### src/rtl/key_gear_ctrl.sv
// Driver-key front end: debounced keys, gear-shift FSM with a timed clutch phase and over-rev downshift guard.
// Optional macro KEYGEAR_AUTO_DOWNSHIFT_EN adds a standstill auto-downshift to gear 1.
module key_gear_ctrl #(
    parameter int DEBOUNCE_TICKS = 20,
    parameter int SHIFT_TICKS    = 3,
    parameter int GEAR_MAX       = 6
) (
    input  logic       clk,
    input  logic       rst_n,
    input  logic       tick_1khz,
    input  logic       tick_10hz,
    input  logic       key_throttle_raw,
    input  logic       key_brake_raw,
    input  logic       key_up_raw,
    input  logic       key_down_raw,
    input  logic [8:0] speed_kmh,
    output logic       throttle,
    output logic       brake,
    output logic [2:0] gear,
    output logic       shifting,
    output logic       shift_denied
);

    localparam int DBW = $clog2(DEBOUNCE_TICKS + 1);

    typedef enum logic {IDLE, CLUTCH} state_t;

    logic [3:0] key_raw;
    logic [3:0] stable;
    logic [3:0] stable_prev_q;

    // Bit order: 0 throttle, 1 brake, 2 up, 3 down.
    assign key_raw = {key_down_raw, key_up_raw, key_brake_raw, key_throttle_raw};

    generate
        for (genvar gi = 0; gi < 4; gi++) begin : g_key
            logic           sync1_q;
            logic           sync2_q;
            logic           stable_q;
            logic [DBW-1:0] cnt_q;

            always_ff @(posedge clk or negedge rst_n) begin
                if (!rst_n) begin
                    sync1_q  <= 1'b0;
                    sync2_q  <= 1'b0;
                    stable_q <= 1'b0;
                    cnt_q    <= '0;
                end else begin
                    sync1_q <= key_raw[gi];
                    sync2_q <= sync1_q;
                    if (tick_1khz) begin
                        if (sync2_q == stable_q) begin
                            cnt_q <= '0;
                        end else if (cnt_q == DBW'(DEBOUNCE_TICKS - 1)) begin
                            stable_q <= ~stable_q;
                            cnt_q    <= '0;
                        end else begin
                            cnt_q <= cnt_q + DBW'(1);
                        end
                    end
                end
            end

            assign stable[gi] = stable_q;
        end
    endgenerate

    always_ff @(posedge clk or negedge rst_n) begin
        if (!rst_n) begin
            stable_prev_q <= '0;
        end else begin
            stable_prev_q <= stable;
        end
    end

    logic up_press;
    logic down_press;

    assign up_press   = stable[2] & ~stable_prev_q[2];
    assign down_press = stable[3] & ~stable_prev_q[3];

    function automatic logic [8:0] gear_ceiling(input logic [2:0] g);
        case (g)
            3'd1:    gear_ceiling = 9'd30;
            3'd2:    gear_ceiling = 9'd70;
            3'd3:    gear_ceiling = 9'd130;
            3'd4:    gear_ceiling = 9'd200;
            3'd5:    gear_ceiling = 9'd300;
            3'd6:    gear_ceiling = 9'd400;
            default: gear_ceiling = 9'd511;
        endcase
    endfunction

    state_t     state_q;
    logic [2:0] gear_q;
    logic [2:0] target_q;
    logic [3:0] tick_cnt_q;
    logic       shifting_q;
    logic       denied_q;

    logic [2:0] gear_dn;
    logic       start_shift;
    logic [2:0] start_target;
    logic       deny;

    assign gear_dn = gear_q - 3'd1;

    // Shift decision in IDLE; speed is judged only in the press cycle.
    always_comb begin
        start_shift  = 1'b0;
        start_target = gear_q;
        deny         = 1'b0;
        if (state_q == IDLE) begin
            if (up_press && down_press) begin
                deny = 1'b1;
            end else if (up_press) begin
                if (gear_q < 3'(GEAR_MAX)) begin
                    start_shift  = 1'b1;
                    start_target = gear_q + 3'd1;
                end else begin
                    deny = 1'b1;
                end
            end else if (down_press) begin
                if (gear_q == 3'd0) begin
                    deny = 1'b1;
                end else if (gear_q == 3'd1 || speed_kmh <= gear_ceiling(gear_dn)) begin
                    start_shift  = 1'b1;
                    start_target = gear_dn;
                end else begin
                    deny = 1'b1;
                end
            end
`ifdef KEYGEAR_AUTO_DOWNSHIFT_EN
            else if (tick_10hz && gear_q >= 3'd2 && speed_kmh == 9'd0 && !throttle) begin
                start_shift  = 1'b1;
                start_target = 3'd1;
            end
`endif
        end
    end

    always_ff @(posedge clk or negedge rst_n) begin
        if (!rst_n) begin
            state_q    <= IDLE;
            gear_q     <= 3'd0;
            target_q   <= 3'd0;
            tick_cnt_q <= 4'd0;
            shifting_q <= 1'b0;
            denied_q   <= 1'b0;
        end else begin
            denied_q <= deny;
            case (state_q)
                IDLE: begin
                    if (start_shift) begin
                        state_q    <= CLUTCH;
                        target_q   <= start_target;
                        tick_cnt_q <= 4'd0;
                        shifting_q <= 1'b1;
                    end
                end
                CLUTCH: begin
                    if (tick_10hz) begin
                        if (tick_cnt_q == 4'(SHIFT_TICKS - 1)) begin
                            gear_q     <= target_q;
                            shifting_q <= 1'b0;
                            state_q    <= IDLE;
                        end else begin
                            tick_cnt_q <= tick_cnt_q + 4'd1;
                        end
                    end
                end
                default: state_q <= IDLE;
            endcase
        end
    end

    assign gear         = gear_q;
    assign shifting     = shifting_q;
    assign shift_denied = denied_q;
    assign brake        = stable[1];
    assign throttle     = stable[0] & ~stable[1] & ~shifting_q;

endmodule

### config.mk
export PLATFORM = sky130hd
export DESIGN_NAME = key_gear_ctrl
export DESIGN_NICKNAME = d
export VERILOG_FILES = /design/src/rtl/key_gear_ctrl.sv
export SDC_FILE = /design/constraint.sdc
export NUM_CORES = 1
export LEC_CHECK = 0
export ABC_AREA = 1
export BUFFER_PORTS_ARGS = -buffer_cell sky130_fd_sc_hd__buf_2
export CAP_MARGIN = 20
export CORE_AREA = 5 5 77 79
export CTS_BUF_LIST = sky130_fd_sc_hd__clkbuf_16
export DETAILED_ROUTE_END_ITERATION = 6
export DIE_AREA = 0 0 82 84
export HOLD_SLACK_MARGIN = 0.05
export PLACE_DENSITY = 0.82
export SETUP_SLACK_MARGIN = 0.15
export SYNTH_ARGS = -nofsm -noshare
export SYNTH_HDL_FRONTEND = slang
export SYNTH_SLANG_ARGS = --single-unit
### constraint.sdc
create_clock -name clk -period 3 [get_ports clk]
set_clock_uncertainty 0.05 [all_clocks]
set_input_delay 0.3 -clock clk [delete_from_list [all_inputs] [get_ports clk]]
set_output_delay 0.3 -clock clk [all_outputs]
set_load 0.05 [all_outputs]
== Word-level counts from Yosys, hierarchy flattened ==
Index checks and enable logic that the tools add are counted.

* Register bits after elaboration: 49
* Input bits: 17
* Output and inout bits: 7
* Logic and storage cells: 125

* $add $sub $neg: 7
* $lt $le $gt $ge: 2
* Eq/ne operators: 20
* Multiplexer cells: 46
* Bitwise logic cells: 16
* Reductions and logical operators: 11

{| class="wikitable"
|+ Operators by type and width
! operator !! number
|-
| one-hot mux 9 bit (6 select lines) || 1
|-
| 2-to-1 mux 9 bit || 5
|-
| 2-to-1 mux 5 bit || 8
|-
| AND reduction 3 bit || 7
|-
| adder 5 x 1 -> 5 bit (second input constant) || 4
|-
| == test 5 bit (second input constant) || 4
|-
| 2-to-1 mux 1 bit || 20
|-
| 2-to-1 mux 3 bit || 6
|-
| 2-to-1 mux 4 bit || 3
|-
| NOT 1 bit || 12
|-
| == test 3 bit (second input constant) || 3
|-
| <= comparator 9 bit || 1
|-
| one-hot mux 4 bit (2 select lines) || 1
|-
| == test 3 x 1 -> 1 bit (second input constant) || 2
|-
| == test 3 x 2 -> 1 bit (second input constant) || 2
|-
| != test 2 bit (second input constant) || 3
|-
| adder 4 x 1 -> 4 bit (second input constant) || 1
|-
| bitwise AND 1 bit || 4
|-
| == test 1 bit || 4
|-
| == test 4 x 2 -> 1 bit (second input constant) || 1
|-
| one-hot mux 1 bit (2 select lines) || 2
|-
| adder 3 x 1 -> 3 bit (second input constant) || 1
|-
| zero test 3 bit || 1
|-
| < comparator 3 bit (second input constant) || 1
|-
| other kinds (5) || 5
|}

== Longest topological paths before layout ==
* Word-level depth: 18
* Gate-level depth with buffers: 24
* Gate-level depth less buffers: 23

== Worst setup path before layout ==
No wires, ideal clock.

* Path kind: register to register
* Start point: register gear_q[1] (netlist: gear[1])
* End point: register tick_cnt_q[0]
* Setup time: 0.117 ns
* Arrival time: 3.417 ns
* Data required time: 2.833 ns
* Slack: -0.583 ns
* Cell stages (with the launch flop): 24
* Path buffers: 1
* Period minus slack after synthesis: 3.583 ns
* Cell sequence: dfrtp_1 -> inv_1 -> ha_1 -> ha_1 -> clkbuf_1 -> nand2_1 -> inv_1 -> or2_2 -> nor3_4 -> nor3_1 -> ha_1 -> nand2_2 -> nor2_4 -> nand2_2 -> o21ai_2 -> inv_2 -> nand2_4 -> nand2_4 -> nand2_4 -> nand2_4 -> nand2_4 -> nand2_4 -> nand2_1 -> nand2_1

* Cells in the longest elaborated chain, start to end: 18
* Elaborated cells on any way between the ends: 27
* Classes of those cells: add/sub (1); order compare (2); eq/ne (8); mux (13); reduce/logical (3)

{| class="wikitable"
|+ RTL lines
! what !! line !! RTL
|-
| start, declared || 95 || <nowiki>logic [2:0] gear_q;</nowiki>
|-
| start signal, assigned || 164 || <nowiki>gear_q <= target_q;</nowiki>
|-
| subtractor 3 x 1 -> 3 bit || 106 || <nowiki>assign gear_dn = gear_q - 3'd1;</nowiki>
|-
| == test 3 bit (tied with other cells) || 83 || <nowiki>case (g)</nowiki>
|-
| one-hot mux 9 bit (6 select lines) || 83 ||
|-
| 2-to-1 mux 9 bit || 124 || <nowiki>if (gear_q == 3'd0) begin</nowiki>
|-
| 2-to-1 mux 9 bit || 123 || <nowiki>end else if (down_press) begin</nowiki>
|-
| 2-to-1 mux 9 bit || 116 || <nowiki>end else if (up_press) begin</nowiki>
|-
| 2-to-1 mux 9 bit || 114 || <nowiki>if (up_press && down_press) begin</nowiki>
|-
| 2-to-1 mux 9 bit || 113 || <nowiki>if (state_q == IDLE) begin</nowiki>
|-
| (+2 left out) || - ||
|-
| 2-to-1 mux 1 bit || 126 || <nowiki>end else if (gear_q == 3'd1 || speed_kmh <= gear_ceiling(gear_dn)) begin</nowiki>
|-
| 2-to-1 mux 1 bit || 124 ||
|-
| 2-to-1 mux 1 bit || 123 ||
|-
| 2-to-1 mux 1 bit (*) || 116 ||
|-
| 2-to-1 mux 1 bit (*) || 114 ||
|-
| 2-to-1 mux 1 bit (*) || 113 ||
|-
| != test 2 bit (no source line) (*) || - ||
|-
| AND reduction 3 bit (no source line) (*) || - ||
|-
| end signal, assigned || 168 || <nowiki>tick_cnt_q <= tick_cnt_q + 4'd1;</nowiki>
|-
| end, declared || 97 || <nowiki>logic [3:0] tick_cnt_q;</nowiki>
|}

Every way passes the cells marked *; elsewhere a longest branch is shown, timed or not. The select of a mux whose other input is x is not followed.
A chain may end at the register's enable or synchronous reset.

== Worst setup path after layout ==
* Start point: register gear_q[1] (netlist: gear[1])
* End point: register tick_cnt_q[3]

Same word-level chain as after synthesis.

==> summary by stage <==
Route
The first routing iteration left between 70 and 80 violations. The total wirelength of the detailed-routed design is 5150 µm. The routed metal-1 wire length is 2230 µm.

The via count normalized by instance count is roughly 5. In the final routed layout, each cell accounts on average for roughly 12 µm. Summed over all nets, wire length on met3 after detailed routing comes to ~210 µm.

The first-pass iteration count of the detailed router is 4. The top routing layer in use is met4. The met2 layer wire length in the routed design is around 2700 µm. The routed layout has ~2100 vias. Once detail routing completed, the nets flagged for antenna violations numbered 0. For this run, design rule violations remaining after detail routing come to 0.

Yosys
The synthesized-area fraction occupied by and/or/nand/nor cells is about a quarter. After synthesis, the share of flip-flops with an asynchronous set or reset is between 90% and 100%. Summed over all instances, the cell type with the most area after synthesis is sky130_fd_sc_hd__dfrtp_1. Summing the sequential cell areas from Yosys gives ~45% of the chip area. In the post-synthesis netlist, the cell with the most instances is sky130_fd_sc_hd__nand2_1. For this run, the number of Yosys warnings is 0. The area share of xor/xnor cells in the synthesized design is 6.98%.

By area the synthesized netlist is led by sky130_fd_sc_hd__dfrtp_1 45%, sky130_fd_sc_hd__ha_1 10%, sky130_fd_sc_hd__nand2_1 8.8%. The synthesized design contains 0 enable-type register cells. In this run, distinct cell masters in the synthesized netlist total 35. In the synthesized netlist, the number of instances is 300.

The number of register bits inferred by synthesis is 47. Ranked by instance count, the synthesized netlist is headed by 62 x sky130_fd_sc_hd__nand2_1, 47 x sky130_fd_sc_hd__dfrtp_1, 36 x sky130_fd_sc_hd__inv_1. The combinational family with the most area after synthesis is simple AND/OR/NAND/NOR gates. The synthesized design devotes to its leading area cell type between 40% and 50% of total area. The synthesized netlist devotes 9.97% of its cell area to adder and majority cells. The compound-cell area share of the yosys netlist is slightly above 8%. When the netlist entered floorplanning its net count stood at about 340. Summing every instance area after synthesis gives 2640 µm². In the synthesized netlist the dominant register cell turns out to be sky130_fd_sc_hd__dfrtp_1. The multiplexer share of the synthesized area is 0%. Each instance of the synthesized netlist takes up on average between 8 and 9 µm².

Finish
After filler insertion, the fill cell instance count of the layout stands at 440. The number of nets in the final layout is ~380. The growth of design area from synthesis to finish is 20.9%. The total inserted antenna cells is 0. After routing the design area is roughly 3200 µm². The utilization of the core after routing is 60.5%. The fraction of final layout cells with drive strength greater than 1 is between 20% and 30%.

Timing
The setup-violating endpoint count in the final report is 0. The share of the clock period used by the worst path is roughly 100%. The minimum hold slack is around 71 ps.

The number of failing hold endpoints at the final stage was 0. Setup repair after global routing could not meet its margin everywhere. The final-report max-slew violation count is 0. For the pin with the worst max-slew slack, the measured transition is 481 ps. The smallest clock period supported by the final layout is computed as around 3000 ps. The setup TNS is 0 ps. For this run, the top clock speed supported by timing is 334 MHz.

The headroom to the max-slew limit is around two thirds.

Job
Max-cap violations in this run came to 0.

Worst hold path
The path class of the tightest hold or removal check is in2reg.

Global routing
The maximum number of pins on one net before global-route repair is 48. The initial antenna violation count came to 0. The total overflow reported by the global router is 0.

The number of global-route vias before repair was between 2000 and 2500. The first global-routing pass estimated between 9000 and 10000 µm of wire. The overall global routing resource usage is ~17%.

Worst setup path
The data arrival time at the worst-slack endpoint is between 3000 and 4000 ps. The required time reported for the critical path endpoint is roughly 3100 ps. The highest net fanout along the worst path is 7. The critical path in this run is classified as reg2reg.

The endpoint kind of the worst setup timing path is a register. The kind of start point of the critical path is a register.

Floorplan
The starting utilization of the core area is 50.0%. Pin placement for this block handled 24 I/O pins. The floorplan has 27 rows. The placeable core area is 5270 µm².

The die covers about 7000 µm². The vertical extent of the die is between 80 and 90 µm. The width of the die is around 82 µm.

CTS
Clock tree synthesis found a total of 47 sinks. The H-tree depth reported by CTS is 2. The number of buffers added by the clock tree synthesis step is 5. The TritonCTS clock tree is yes.

The clock passes through at most 2 buffers. The clock-pin slew on the worst setup and hold paths is 60 ps. The clock latency on the worst-skew pair is approximately 280 ps.

The buffer cell driving the clock tree root is sky130_fd_sc_hd__clkbuf_16.

Run status
The flow ran to the end, and the final reports show no timing, DRC or antenna violations.

Pwr
The highest ir drop seen on vdd is between 400 and 500 µV. The leakage power is between 1.5 and 2 nW. The power density over the cells is 925 nW/µm².

Placement
The number of input and output port buffers inserted is 23. The weighted congestion at the end of routability-driven global placement is ~0.85. The HPWL after detailed placement is ~3700 µm. Once placement finished, the instance area stood at just under 3000 µm².
-- metal layers --
| layer | GRT usage [%] | vias up |
|---|---|---|
| li1 | - | 1059 |
| met1 | 20.6 | 987 |
| met2 | 28.8 | 39 |
| met3 | 4.00 | 4 |
| met4 | 3.93 | 0 |
| met5 | 0 | - |
-- registers in the layout, summed over array words and instances, names as in the netlist, 2 cells and up --
name / flops
g_key.cnt_q: 20
g_key.stable_q: 3
g_key.sync1_q: 4
g_key.sync2_q: 4
gear: 3
stable_prev_q: 2
target_q: 3
tick_cnt_q: 4
-- cell usage in the layout (no fill, tap or decap), drive strengths merged --
cell         instances
nor4                 1
nor3b                1
nand3               23
clkinvlp             2
inv                 38
a21o                 1
a31oi                1
ha                  21
or2                  3
xor2                17
dfrtp               47
nand4                4
dlygate4sd3          1
o22ai                6
o31a                 1
nand2               70
o21ai               17
clkbuf               5
nor2                25
xnor2                4
clkinv               1
a21oi                8
nor3                 6
buf                 40
a211oi               1
o32ai                1
-- worst max-delay path, stage by stage, from the launching register on --
cell and delay (ps):
sky130_fd_sc_hd__dfrtp_2 420, sky130_fd_sc_hd__inv_4 70, sky130_fd_sc_hd__ha_4 130, sky130_fd_sc_hd__ha_4 190, sky130_fd_sc_hd__nand2_2 70, sky130_fd_sc_hd__inv_2 30, sky130_fd_sc_hd__or2_4 230, sky130_fd_sc_hd__nor3_4 260
sky130_fd_sc_hd__buf_4 170, sky130_fd_sc_hd__nor3_2 40, sky130_fd_sc_hd__ha_1 280, sky130_fd_sc_hd__nand2_1 50, sky130_fd_sc_hd__inv_2 60, sky130_fd_sc_hd__nand2_2 50, sky130_fd_sc_hd__o21ai_2 140, sky130_fd_sc_hd__inv_2 50
sky130_fd_sc_hd__nand2_4 80, sky130_fd_sc_hd__nand2_4 60, sky130_fd_sc_hd__nand2_4 70, sky130_fd_sc_hd__nand2_4 70, sky130_fd_sc_hd__nand2_4 100, sky130_fd_sc_hd__nand2_4 70, sky130_fd_sc_hd__nand2_1 70, sky130_fd_sc_hd__nand2_1 50
-- power breakdown --
part           total (W)  internal [W]  switching (W)  leakage, nW
clock network   0.000537      0.000307       0.000230       0.0658
registers       0.000848      0.000746       0.000102        0.602
logic            0.00156      0.000644       0.000919        0.979
total            0.00295       0.00170        0.00125         1.65
-- area by class of cell --
| cell class | instances | area, µm² | area share, % |
|---|---|---|---|
| timing repair buffer | 41 | 265 | 8.32 |
| sequential | 47 | 1180 | 37.0 |
| multi-input combinational | 211 | 1360 | 42.8 |
| clock inverter | 3 | 20.0 | 0.628 |
| inverter | 38 | 145 | 4.55 |
| clock buffer | 5 | 125 | 3.92 |
| tap | 72 | 90.1 | 2.83 |
-- logic make-up (layout without fill, tap and decap cells) --
group           after synthesis  count (layout)
xor+xnor                     21              21
compound gates               36              36
simple gates                133             133
flops                        47              47
buf+inv                      42              87
fa+ha+maj                    21              21
-- metrics by stage --
stage          total power, W  setup WS (ps)  instances
3_5_place_dp          0.00221          -85.3        396
6_report              0.00295           9.10        417
3_3_place_gp          0.00214           52.3        396
5_1_grt               0.00320           -151        417
4_1_cts               0.00288           51.0        413
2_1_floorplan         0.00190           -198        300
-- path summary, 6_finish.rpt --
check	slack, ps	startpoint	cells after the start	endpoint
max	9	gear[1]	23	tick_cnt_q[3]
max reg2reg	9	gear[1]	23	tick_cnt_q[3]
min reg2reg	300	g_key[2].sync1_q	0	g_key[2].sync2_q
max in group asynchronous	1930	rst_n	3	gear[1]
min	70	key_throttle_raw	1	g_key[0].sync1_q
min in group asynchronous	450	rst_n	2	g_key[1].cnt_q[4]
-- what timing repair did --
item / 4_1_cts / 5_1_grt
endpoints found under the hold margin: 0 / 20
resized for setup: 8 / 6
setup endpoints to repair: 9 / 9
hold buffers: 0 / 1
pin swaps: 10 / 3
setup buffers: 9 / 2
(Power assumes the default switching activity.)
